==> config.mk <==
export PLATFORM = sky130hd
export DESIGN_NAME = fifo_drain
export DESIGN_NICKNAME = d
export VERILOG_FILES = /design/src/rtl/fifo_drain.sv
export SDC_FILE = /design/constraint.sdc
export NUM_CORES = 1
export LEC_CHECK = 0
export CORE_UTILIZATION = 40
export CTS_CLUSTER_DIAMETER = 50
export DETAILED_ROUTE_END_ITERATION = 8
export HOLD_SLACK_MARGIN = 0.1
export PLACE_DENSITY = 0.73
export SKIP_LAST_GASP = 1
export SLEW_MARGIN = 5
export SYNTH_ARGS = -nofsm -noshare
export SYNTH_HDL_FRONTEND = slang
export SYNTH_SLANG_ARGS = --single-unit
==> constraint.sdc <==
create_clock -name clock -period 2.9 [get_ports clock]
set_input_delay 0.58 -clock clock [delete_from_list [all_inputs] [get_ports clock]]
set_output_delay 0.58 -clock clock [all_outputs]
set_load 0.02 [all_outputs]
==> src/rtl/fifo_drain.sv <==
// rtl/fifo_drain.sv - drains a read-latency-1 FIFO into a packetised valid/ready byte stream
module fifo_drain #(
    parameter int PKT_LEN = 16
) (
    input  logic       clock,
    input  logic       reset,
    input  logic       enable,
    input  logic       fifo_empty,
    output logic       fifo_rd,
    input  logic [7:0] fifo_data,
    output logic [7:0] m_data,
    output logic       m_valid,
    input  logic       m_ready,
    output logic       m_last,
    output logic       busy
);
    localparam int                WCNT_W   = (PKT_LEN > 1) ? $clog2(PKT_LEN) : 1;
    localparam logic [WCNT_W-1:0] WCNT_MAX = WCNT_W'(PKT_LEN - 1);

    // Two-entry in-order buffer: head_q feeds the stream, tail_q holds the second word.
    logic [1:0]        occ_q, occ_d;
    logic              inflight_q, inflight_d;
    logic [7:0]        head_q, head_d;
    logic [7:0]        tail_q, tail_d;
    logic [WCNT_W-1:0] wcnt_q, wcnt_d;

    logic              pop;
    logic              capture;
    logic [2:0]        slots_needed;

    // Stream outputs come straight from the head entry; reset keeps them quiet.
    always_comb begin
        m_valid = ~reset & (occ_q != 2'd0);
        m_data  = reset ? 8'h00 : head_q;
        m_last  = m_valid & (wcnt_q == WCNT_MAX);
        busy    = ~reset & (inflight_q | (occ_q != 2'd0));
    end

    // Issue a read only if the word it returns is guaranteed a free slot on arrival.
    always_comb begin
        pop          = m_valid & m_ready;
        capture      = inflight_q;
        slots_needed = {1'b0, occ_q} + {2'b00, inflight_q} - {2'b00, pop};
        fifo_rd      = enable & ~fifo_empty & ~reset & (slots_needed < 3'd2);
    end

    // Buffer shift/append, read-pipeline tracking and packet word counting.
    always_comb begin
        occ_d      = occ_q;
        head_d     = head_q;
        tail_d     = tail_q;
        inflight_d = fifo_rd;
        wcnt_d     = wcnt_q;
        case ({pop, capture})
            2'b10: begin
                head_d = tail_q;
                occ_d  = occ_q - 2'd1;
            end
            2'b01: begin
                if (occ_q == 2'd0) begin
                    head_d = fifo_data;
                end else begin
                    tail_d = fifo_data;
                end
                occ_d = occ_q + 2'd1;
            end
            2'b11: begin
                // Head leaves and the new word joins behind whatever remains.
                if (occ_q == 2'd2) begin
                    head_d = tail_q;
                    tail_d = fifo_data;
                end else begin
                    head_d = fifo_data;
                end
            end
            default: begin
            end
        endcase
        if (pop) begin
            wcnt_d = (wcnt_q == WCNT_MAX) ? '0 : wcnt_q + WCNT_W'(1);
        end
    end

    // State register; reset drops any buffered or in-flight words.
    always_ff @(posedge clock) begin
        if (reset) begin
            occ_q      <= 2'd0;
            inflight_q <= 1'b0;
            head_q     <= 8'h00;
            tail_q     <= 8'h00;
            wcnt_q     <= '0;
        end else begin
            occ_q      <= occ_d;
            inflight_q <= inflight_d;
            head_q     <= head_d;
            tail_q     <= tail_d;
            wcnt_q     <= wcnt_d;
        end
    end

    // A returning word must never land in a full buffer that is not also draining.
    always_ff @(posedge clock) begin
        if (!reset) begin
            assert (!(capture && !pop && (occ_q == 2'd2)));
        end
    end
endmodule

==> flow_metrics.env <==
export IMPL_core_sq_mm=0.003390
export IMPL_critPathCaptureType="primary output"
export IMPL_synthCells=164
export IMPL_dp_slack_ns=-0.8530
export IMPL_p_clk_frac=0.156
export IMPL_cp_slowest_cell="fa_2"
export IMPL_holdPathStages=2
export IMPL_rows=21
export IMPL_sw_frac_of_total=0.3634
export IMPL_drtIter0Drc=62
export IMPL_ctsHoldBuffers=0
export IMPL_gp_congestion=0.8457
export IMPL_dr_pass1_iters=4
export IMPL_rsz0062_at_grt="yes"
export IMPL_setup_viol=0
export IMPL_wl_microns=3440
export IMPL_power_density_mw_per_mm2=530.3
export IMPL_place_hpwl_microns=2483
export IMPL_finalSetupTns_ns=0
export IMPL_postLayoutSetupSlackWorst_ns=0.05342
export IMPL_antenna_found_initial=0
export IMPL_synth_area_sq_mm=0.001434
export IMPL_syn_to_final_growth_pct=26.44
export IMPL_dieArea_sq_mm=0.003828
export IMPL_p_switching_mw=0.3493
export IMPL_ys_warn_count=0
export IMPL_final_area_sq_mm=0.001813
export IMPL_drv_cap=0
export IMPL_clock_sinks=23
export IMPL_syn_nets=183
export IMPL_leakage_nw=0.7363
export IMPL_regToRegSetupSlack_ns=0.56
export IMPL_fin_crit_sh=0.9816
export IMPL_diodes=0
export IMPL_track_usage=0.1970
export IMPL_cts_made_buffers=3
export IMPL_irDropWorstVdd_v=0.0002550
export IMPL_pwr_share_seq=0.392
export IMPL_worstSetupStartpointType="primary input"
export IMPL_crit_start="reset"
export IMPL_hold_viol=0
export IMPL_power_frac_comb=0.452
export IMPL_initial_core_util=0.4230
export IMPL_tritoncts="built"
export IMPL_drive_above_1_share=0.2042
export IMPL_crit_fanout=2
export IMPL_outcome="complete, no violations"
export IMPL_vias=1275
export IMPL_grt_pass1_vias=1300
export IMPL_grt_max_degree=34
export IMPL_pin_count=25
export IMPL_min_to="tail_q[7]$_SDFFE_PP0P_"
export IMPL_wl_per_cell_microns=14.51
export IMPL_die_y_microns=61.87
export IMPL_cts_root_buf="clkbuf_4"
export IMPL_fin_crit_ns=2.847
export IMPL_worst_pin_slew_ns=0.7710
export IMPL_grt_pass1_wl_microns=5520
export IMPL_finalNetCount=211
export IMPL_ys_types=42
export IMPL_max_freq_mhz=351.3
export IMPL_instances_no_fill=237
export IMPL_clock_latency_ns=0.31
export IMPL_post_route_drc_count=0
export IMPL_die_x_microns=61.87
export IMPL_dp_cells=231
export IMPL_synth_seq_cells=23
export IMPL_final_cell_mix="dfxtp_1 (22), clkdlybuf4s50_1 (21), o21ai_1 (19)"
export IMPL_layout_commonest_cell="dfxtp_1"
export IMPL_clkTransAtPathRegs_ns=0.13
export IMPL_synth_avg_cell_area_sq_um=8.743
export IMPL_synth_area_leader_cell="dfxtp_1"
export IMPL_synth_top_area_frac=0.3211
export IMPL_hold_start="tail_q[7]$_SDFFE_PP0P_"
export IMPL_gr_total_overflow=0
export IMPL_cpPeakStageDelay_ns=0.38
export IMPL_synthTopCellsByArea="dfxtp_1 (32%), o21ai_1 (6.6%), a21oi_1 (6.3%)"
export IMPL_ant_nets=0
export IMPL_htreeDepth=1
export IMPL_dpl_cell_area_sq_mm=0.001757
export IMPL_port_buffers=24
export IMPL_r2r_end="tail_q[4]$_SDFFE_PP0P_"
export IMPL_crit_arrival_ns=2.27
export IMPL_hp_class="flop to flop"
export IMPL_drv_slew=0
export IMPL_clk_path_buf_depth=2
export IMPL_finClkSkew_ns=0.007147
export IMPL_max_slew_margin_rel=0.4860
export IMPL_reg2reg_from="occ_q[0]$_SDFFE_PP0N_"
export IMPL_cp_cell_sequence="buf_2 > o21ba_4 > nand2_4 > ha_4 > nand2_2 > fa_2 > xor2_2 > nor4_4 > buf_4"
export IMPL_fin_util=0.5349
export IMPL_synth_seq_area_share=0.3211
export IMPL_vias_per_cell=5.380
export IMPL_worstSetupPathType="primary input to primary output"
export IMPL_p_int_mw=0.6120
export IMPL_worstPathRequired_ns=2.32
export IMPL_r2r_cells=8
## registers in the layout, summed over array words and instances, names as in the netlist
name and flops:
tail_q 8, capture 1, head_q 8, occ_q 2, wcnt_q 4
## layout make-up
| cell class | count | area [sq um] |
|---|---|---|
| clock inverters | 1 | 5.005 |
| well taps | 46 | 57.56 |
| fillers | 321 | 1577 |
| clock buffers | 3 | 22.52 |
| multi-input cells | 123 | 922.1 |
| inverters | 4 | 15.01 |
| repair buffers | 37 | 329.1 |
| flip-flops and latches | 23 | 461.7 |
## synthesized netlist by cell type, drive strengths merged
| master | number |
|---|---|
| or3 | 1 |
| nor2 | 3 |
| xnor2 | 1 |
| o21ai | 26 |
| nor3 | 1 |
| o22a | 1 |
| nand2 | 5 |
| inv | 4 |
| and2 | 2 |
| o2111a | 1 |
| nand3 | 10 |
| ha | 5 |
| a21oi | 18 |
| o32ai | 1 |
| nand2b | 2 |
| o22ai | 1 |
| a21bo | 1 |
| a311oi | 8 |
| nor2b | 9 |
| xor2 | 2 |
| mux2i | 1 |
| mux2 | 9 |
| buf | 10 |
| dfxtp | 23 |
| and4 | 1 |
| nor4 | 2 |
| clkbuf | 4 |
| o21ba | 1 |
| a21o | 8 |
| fa | 1 |
| and3b | 1 |
| a31oi | 1 |
## how the worst max path moves through the flow
stage | to | slack [ns] | cells after the start
finish | fifo_rd | 0.05 | 9
global route | fifo_rd | -0.04 | 9
CTS | fifo_rd | 0.05 | 9
floorplan | fifo_rd | 0.006 | 8
global placement | fifo_rd | -0.81 | 9
detailed placement | fifo_rd | -0.85 | 9
## metrics by stage
| stage | hold slack, ns | power [mW] |
|---|---|---|
| CTS | 0.4962 | 0.9671 |
| global route | 0.5217 | 1.032 |
| global placement | 0.4708 | 0.7755 |
| floorplan | 0.4573 | 0.6813 |
| finish | 0.4959 | 0.9613 |
| detailed placement | 0.4754 | 0.7941 |
## cell families after synthesis
group           share of synthesized area
flops                              0.3211
simple gates                       0.1449
mux                               0.08027
compound gates                     0.3046
xor+xnor                          0.01833
fa+ha+maj                         0.05759
buf+inv                           0.07328
## what timing repair did
item / in CTS / in global routing
pin swaps: 5 / 0
gates resized for setup: 16 / 1
setup buffers: 2 / 0
setup endpoints to repair: 1 / 1
## per-layer routing
layer,GRT usage,part of all wire,up-vias
met1,0.2225,0.43,592
met3,0.03727,0.031,6
met5,0,0,-
met2,0.3564,0.52,25
met4,0.09206,0.013,0
li1,-,-,652
## power groups by stage
stage          logic, mW  registers, mW  clock network, mW
2_1_floorplan      0.303          0.378                  0
3_3_place_gp       0.396          0.380                  0
3_5_place_dp       0.412          0.382                  0
4_1_cts            0.435          0.376              0.156
5_1_grt            0.474          0.381              0.177
6_report           0.435          0.377              0.150
## critical path, delay by kind of cell
kind	cells	cell delay, ns
fa+ha+maj	2	0.65
simple gates	3	0.35
buf+inv	2	0.29
compound gates	1	0.23
xor+xnor	1	0.17
Power figures use the tool's default switching activity.
